`config.mk`:
```
export PLATFORM = sky130hd
export DESIGN_NAME = bram_responder
export DESIGN_NICKNAME = d
export VERILOG_FILES = /design/src/rtl/bram_resp_pkg.sv /design/src/rtl/rr_arbiter2.sv /design/src/rtl/bram_responder.sv
export SDC_FILE = /design/constraint.sdc
export NUM_CORES = 1
export LEC_CHECK = 0
export ABC_CLOCK_PERIOD_IN_PS = 5500
export BUFFER_PORTS_ARGS = -buffer_cell sky130_fd_sc_hd__buf_2
export CORE_MARGIN = 5
export CORE_UTILIZATION = 51
export CTS_CLUSTER_SIZE = 30
export DETAILED_ROUTE_END_ITERATION = 8
export HOLD_SLACK_MARGIN = 0.06
export PLACE_DENSITY = 0.85
export SLEW_MARGIN = 15
export SYNTH_ARGS = -nofsm -noshare
export SYNTH_HDL_FRONTEND = slang
export SYNTH_SLANG_ARGS = --single-unit
```
`constraint.sdc`:
```
create_clock -name clk -period 5.5 [get_ports clk]
set_input_delay 1.1 -clock clk [delete_from_list [all_inputs] [get_ports clk]]
set_output_delay 1.1 -clock clk [all_outputs]
set_load 0.01 [all_outputs]
```
`src/rtl/bram_resp_pkg.sv`:
```
// Shared types and constants for the BRAM responder and its arbiter.
package bram_resp_pkg;

  localparam int DATA_W_DEF = 16;
  localparam int ADDR_W_DEF = 10;

  // Port-select encoding, used for grants and for the last-grant flag
  localparam logic PORT_CPU = 1'b0;
  localparam logic PORT_VID = 1'b1;

  typedef enum logic [1:0] {
    ST_IDLE  = 2'd0,
    ST_ISSUE = 2'd1,
    ST_WAIT  = 2'd2,
    ST_ACK   = 2'd3
  } state_t;

endpackage

```
`src/rtl/rr_arbiter2.sv`:
```
// Two-requester round-robin arbiter. On a tie, the port that was not
// granted last time wins. last_grant moves only on the update strobe.
module rr_arbiter2
  import bram_resp_pkg::*;
(
  input  logic clk,
  input  logic reset,
  input  logic req_cpu,
  input  logic req_vid,
  input  logic update,
  input  logic upd_port,
  output logic grant_valid,
  output logic grant_port
);

  logic last_grant;

  // Grant decision: a single requester wins outright, ties alternate
  always_comb begin
    grant_valid = req_cpu | req_vid;
    grant_port  = PORT_CPU;
    if (req_cpu && req_vid) begin
      grant_port = (last_grant == PORT_VID) ? PORT_CPU : PORT_VID;
    end else if (req_vid) begin
      grant_port = PORT_VID;
    end
  end

  // Last-grant flag; reset to video so the CPU wins the first tie
  always_ff @(posedge clk or posedge reset) begin
    if (reset) begin
      last_grant <= PORT_VID;
    end else if (update) begin
      last_grant <= upd_port;
    end
  end

endmodule

```
`src/rtl/bram_responder.sv`:
```
// Services CPU load/store and display read requests through a single
// synchronous BRAM port, one transfer at a time.
//
// Handshake: a requester raises req with its address/data and holds them
// stable until it sees ack (a one-cycle pulse). It drops req on the edge
// that ends the ack cycle; a req still high in the following IDLE cycle is
// taken as a new request. Load data is valid in the ack cycle and is held
// until that port's next load completes.
module bram_responder
  import bram_resp_pkg::*;
#(
  parameter int DATA_W = DATA_W_DEF,
  parameter int ADDR_W = ADDR_W_DEF,
  parameter int RD_LAT = 2
) (
  input  logic              clk,
  input  logic              reset,
  input  logic              cpu_req,
  input  logic              cpu_we,
  input  logic [ADDR_W-1:0] cpu_addr,
  input  logic [DATA_W-1:0] cpu_wdata,
  output logic [DATA_W-1:0] cpu_rdata,
  output logic              cpu_ack,
  input  logic              vid_req,
  input  logic [ADDR_W-1:0] vid_addr,
  output logic [DATA_W-1:0] vid_rdata,
  output logic              vid_ack,
  output logic              bram_en,
  output logic              bram_we,
  output logic [ADDR_W-1:0] bram_addr,
  output logic [DATA_W-1:0] bram_wdata,
  input  logic [DATA_W-1:0] bram_rdata,
  output state_t            dbg_state
);

  state_t     state_q, state_d;
  logic [1:0] lat_q;
  logic       req_port_q;
  logic       req_we_q;
  logic       grant_valid;
  logic       grant_port;
  logic       launch;

  rr_arbiter2 u_arb (
    .clk         (clk),
    .reset       (reset),
    .req_cpu     (cpu_req),
    .req_vid     (vid_req),
    .update      (state_q == ST_ACK),
    .upd_port    (req_port_q),
    .grant_valid (grant_valid),
    .grant_port  (grant_port)
  );

  assign launch    = (state_q == ST_IDLE) && grant_valid;
  assign dbg_state = state_q;

  // State register
  always_ff @(posedge clk or posedge reset) begin
    if (reset) begin
      state_q <= ST_IDLE;
    end else begin
      state_q <= state_d;
    end
  end

  // Next-state and acknowledge decode
  always_comb begin
    state_d = state_q;
    cpu_ack = 1'b0;
    vid_ack = 1'b0;
    case (state_q)
      ST_IDLE:  if (grant_valid) state_d = ST_ISSUE;
      ST_ISSUE: state_d = req_we_q ? ST_ACK : ST_WAIT;
      ST_WAIT:  if (lat_q == 2'd0) state_d = ST_ACK;
      ST_ACK: begin
        state_d = ST_IDLE;
        cpu_ack = (req_port_q == PORT_CPU);
        vid_ack = (req_port_q == PORT_VID);
      end
      default:  state_d = ST_IDLE;
    endcase
  end

  // Request latch and registered BRAM drive; bram_addr/bram_wdata double
  // as the latched request so later input changes are ignored
  always_ff @(posedge clk or posedge reset) begin
    if (reset) begin
      req_port_q <= PORT_CPU;
      req_we_q   <= 1'b0;
      bram_en    <= 1'b0;
      bram_we    <= 1'b0;
      bram_addr  <= '0;
      bram_wdata <= '0;
    end else begin
      bram_en <= launch;
      bram_we <= launch && (grant_port == PORT_CPU) && cpu_we;
      if (launch) begin
        req_port_q <= grant_port;
        req_we_q   <= (grant_port == PORT_CPU) ? cpu_we : 1'b0;
        bram_addr  <= (grant_port == PORT_CPU) ? cpu_addr : vid_addr;
        bram_wdata <= (grant_port == PORT_CPU) ? cpu_wdata : '0;
      end
    end
  end

  // Read latency countdown: loaded in ISSUE, reaches zero in the last WAIT
  always_ff @(posedge clk or posedge reset) begin
    if (reset) begin
      lat_q <= 2'd0;
    end else if (state_q == ST_ISSUE) begin
      lat_q <= 2'(RD_LAT - 1);
    end else if ((state_q == ST_WAIT) && (lat_q != 2'd0)) begin
      lat_q <= lat_q - 2'd1;
    end
  end

  // Read-data capture into the granted port's holding register
  always_ff @(posedge clk or posedge reset) begin
    if (reset) begin
      cpu_rdata <= '0;
      vid_rdata <= '0;
    end else if ((state_q == ST_WAIT) && (lat_q == 2'd0)) begin
      if (req_port_q == PORT_CPU) begin
        cpu_rdata <= bram_rdata;
      end else begin
        vid_rdata <= bram_rdata;
      end
    end
  end

endmodule

```
==> results by group <==
Finish
  – Final Util: around 70%
  – Inserted Diodes: 0
  – Fillers: between 300 and 400
  – Layout cell share with drive strength beyond 1: between 50% and 60%
  – Area Growth Syn to Fin: 30.3%
  – Number of nets in the layout: 368

STA
  – Unrepaired setup endpoints after global routing: false
  – Clock skew: ~4.6 ps
  – Slew headroom: around 30%
  – Fmax: about 0.42 GHz
  – Final Cycle Share: a little over two fifths
  – Pins Over Slew Limit: 0
  – Setup tns final: 0 ps
  – Worst Max-Slew Pin Slew: between 1000 and 1500 ps
  – Setup violations, final: 0
  – Hold Fails Final Rpt: 0
  – Final hold slack: about 500 ps
  – Min Tclk post-route: 2390 ps

Clock tree
  – Clock buffer depth: 2
  – Post-cts resize count: 0
  – Clock root buffer: clkbuf_8
  – TritonCTS Buffers: 9
  – CTS Hold Buffers Added: 0
  – Worst skew pair latency: approximately 330 ps
  – H-tree depth: 3
  – Clock transition at path regs: around 70 ps
  – CTS tree: built
  – Post-CTS Setup Inserts: 0
  – Clock net sink count: 67

Setup path
  – CP Data Arrival Time: ~1300 ps
  – Required @ worst endpoint: 4400 ps
  – Critical path depth: 3
  – CP Cell Sequence: ha_1, and2_1, buf_2
  – Buf+Inv Stages, Crit Path: 1
  – CP Launch Type: flop
  – Max FO, Critical Path: 6
  – Worst setup path class: flop to output pin
  – Critical path's top delay family: flip-flops
  – Max stage delay on crit path: 440 ps
  – Slowest library cell on the worst path: dfrtp_1
  – Reg2Reg Depth: 5
  – Critical path capture point type: output pin

Global route
  – Total grt overflow: 0
  – Vias in the first global route: roughly 2200
  – Initial antenna violation count: 0
  – First-pass GRT wire length: 10300 µm
  – GRT Util Overall: a little under a fifth
  – Pin count of the biggest net entering global routing: between 60 and 70

Run status
  – Status: finished clean

Detailed routing
  – Iteration-0 DRC count of the detailed router: 36
  – Post-route antenna net violation count: 0
  – Total iterations of the first detailed-routing run: 6
  – Routed Wire Length: around 6200 µm
  – DRC Markers: 0
  – Wire per inst: 16.3 µm
  – Avg Vias per Cell: 5.17
  – Vias: roughly 2000

Die
  – Die Wd: ~84 µm
  – Core area: 0.00520 mm²
  – Ports: ~120
  – Starting Density: 53.2%
  – Die ar.: approximately 0.0070 mm²
  – Cell row count: 26
  – Die Ht: between 80 and 90 µm

Logic synthesis
  – Synth async-reset ratio: 100%
  – Synth Net Count: about 240
  – Cell Area, Synth: 0.00277 mm²
  – Synth area leaders: dfrtp_1 60%, mux2_4 11%, a22o_1 5.4%, mux2_2 5.3%, a221o_1 3.6%
  – Post-synth top area cell: dfrtp_1
  – Cells after Synth: around 180
  – Netlist cell types: 28
  – EDFF count, synth: 0
  – FF+latch count, synth: 67
  – Synth top area share: between 50% and 60%
  – Synth cell count leaders: 66 x dfrtp_1, 20 x mux2_4, 17 x a22o_1
  – Count leader, synth: dfrtp_1
  – Post-synth top flop: dfrtp_1
  – Seq/Total Area, Yosys: 60.5%
  – Avg Cell Area, Syn: 15.3 µm²
  – Synth Warn #: 0

Worst hold path
  – Hold Path Depth: 1
  – Hold WC Path Type: flop to flop

Power and ir drop
  – Overall power: ~2.1 mW
  – VDD IR max: ~0.00032 V
  – PwrDens: between 500 and 600 mW/mm²
  – Lkg Pwr: a little under 2 nW

Place
  – Routability cong.: around 0.74
  – Dpl hpwl: between 4000 and 5000 µm
  – PortBufs: 120

Flow run
  – Max cap viols: 0
## final timing paths
kind	start	endpoint	slack, ps
min	cpu_rdata[10]	cpu_rdata[10]	500
min reg2reg	cpu_rdata[10]	cpu_rdata[10]	500
min in group asynchronous	reset	cpu_rdata[7]	990
max	dbg_state[1]	vid_ack	3110
max in group asynchronous	reset	vid_rdata[9]	3970
max reg2reg	dbg_state[0]	bram_addr[9]	3530
## placed cells by master, fill, tap and decap left out, types with 2 or more instances in the layout
cell	count
buf_2	120
nor2_1	3
a221o_1	10
nand2_1	2
clkbuf_8	9
clkinv_2	3
a211oi_1	2
mux2_2	13
and2_0	9
dfrtp_1	66
clkinvlp_4	2
mux2_4	20
inv_1	6
a21oi_1	2
and2_1	3
a22o_1	17
ha_1	6
## kinds of logic (layout without fill, tap and decap cells)
| logic type | count (synthesis) | count (layout) | share of synthesized area, % |
|---|---|---|---|
| flops | 67 | 67 | 60.5 |
| compound gates | 37 | 37 | 11.8 |
| mux | 33 | 33 | 16.1 |
| simple gates | 22 | 22 | 5.69 |
| buf+inv | 15 | 144 | 2.84 |
| fa+ha+maj | 6 | 6 | 2.71 |
| xor+xnor | 1 | 1 | 0.316 |
## state kept, by name (all words and copies together), names as in the netlist
signal / cells
cpu_rdata: 16
req_port_q: 1
dbg_state: 2
u_arb.last_grant: 1
bram_en: 1
bram_addr: 10
vid_rdata: 16
bram_we: 1
req_we_q: 1
bram_wdata: 16
lat_q: 2
## final cells by class
class / instances / area (µm²) / share of cell area (%)
Multi-Input combinational cell: 99 / 1020 / 28.2
Tap cell: 70 / 87.6 / 2.43
Clock buffer: 9 / 124 / 3.43
Inverter: 7 / 26.3 / 0.728
Clock inverter: 7 / 68.8 / 1.91
Timing Repair Buffer: 121 / 608 / 16.8
Sequential cell: 67 / 1680 / 46.5
## per-layer routing
metal / track usage [%] / wire length, µm / vias to the layer above
li1: - / - / 904
met1: 22.8 / 2680 / 946
met2: 29.6 / 2860 / 103
met3: 5.03 / 547 / 11
met4: 8.33 / 99 / 0
met5: 0 / 0 / -
## power breakdown
| part | leakage (nW) | internal (mW) | total, mW | switching (mW) |
|---|---|---|---|---|
| Clock | 0.0950 | 0.207 | 0.390 | 0.182 |
| Combinational | 1.03 | 0.466 | 0.878 | 0.412 |
| Sequential | 0.817 | 0.728 | 0.862 | 0.134 |
## through the flow
step | std cells | worst slack [ps] | area, µm²
final | 380 | 3110 | 3610
after global routing | 380 | 3040 | 3610
after CTS | 380 | 3090 | 3610
after detailed placement | 364 | 2960 | 3420
after global placement | 364 | 3060 | 3420
after floorplan | 181 | 2720 | 2770
Note: power is estimated with default switching activity, not from simulation.
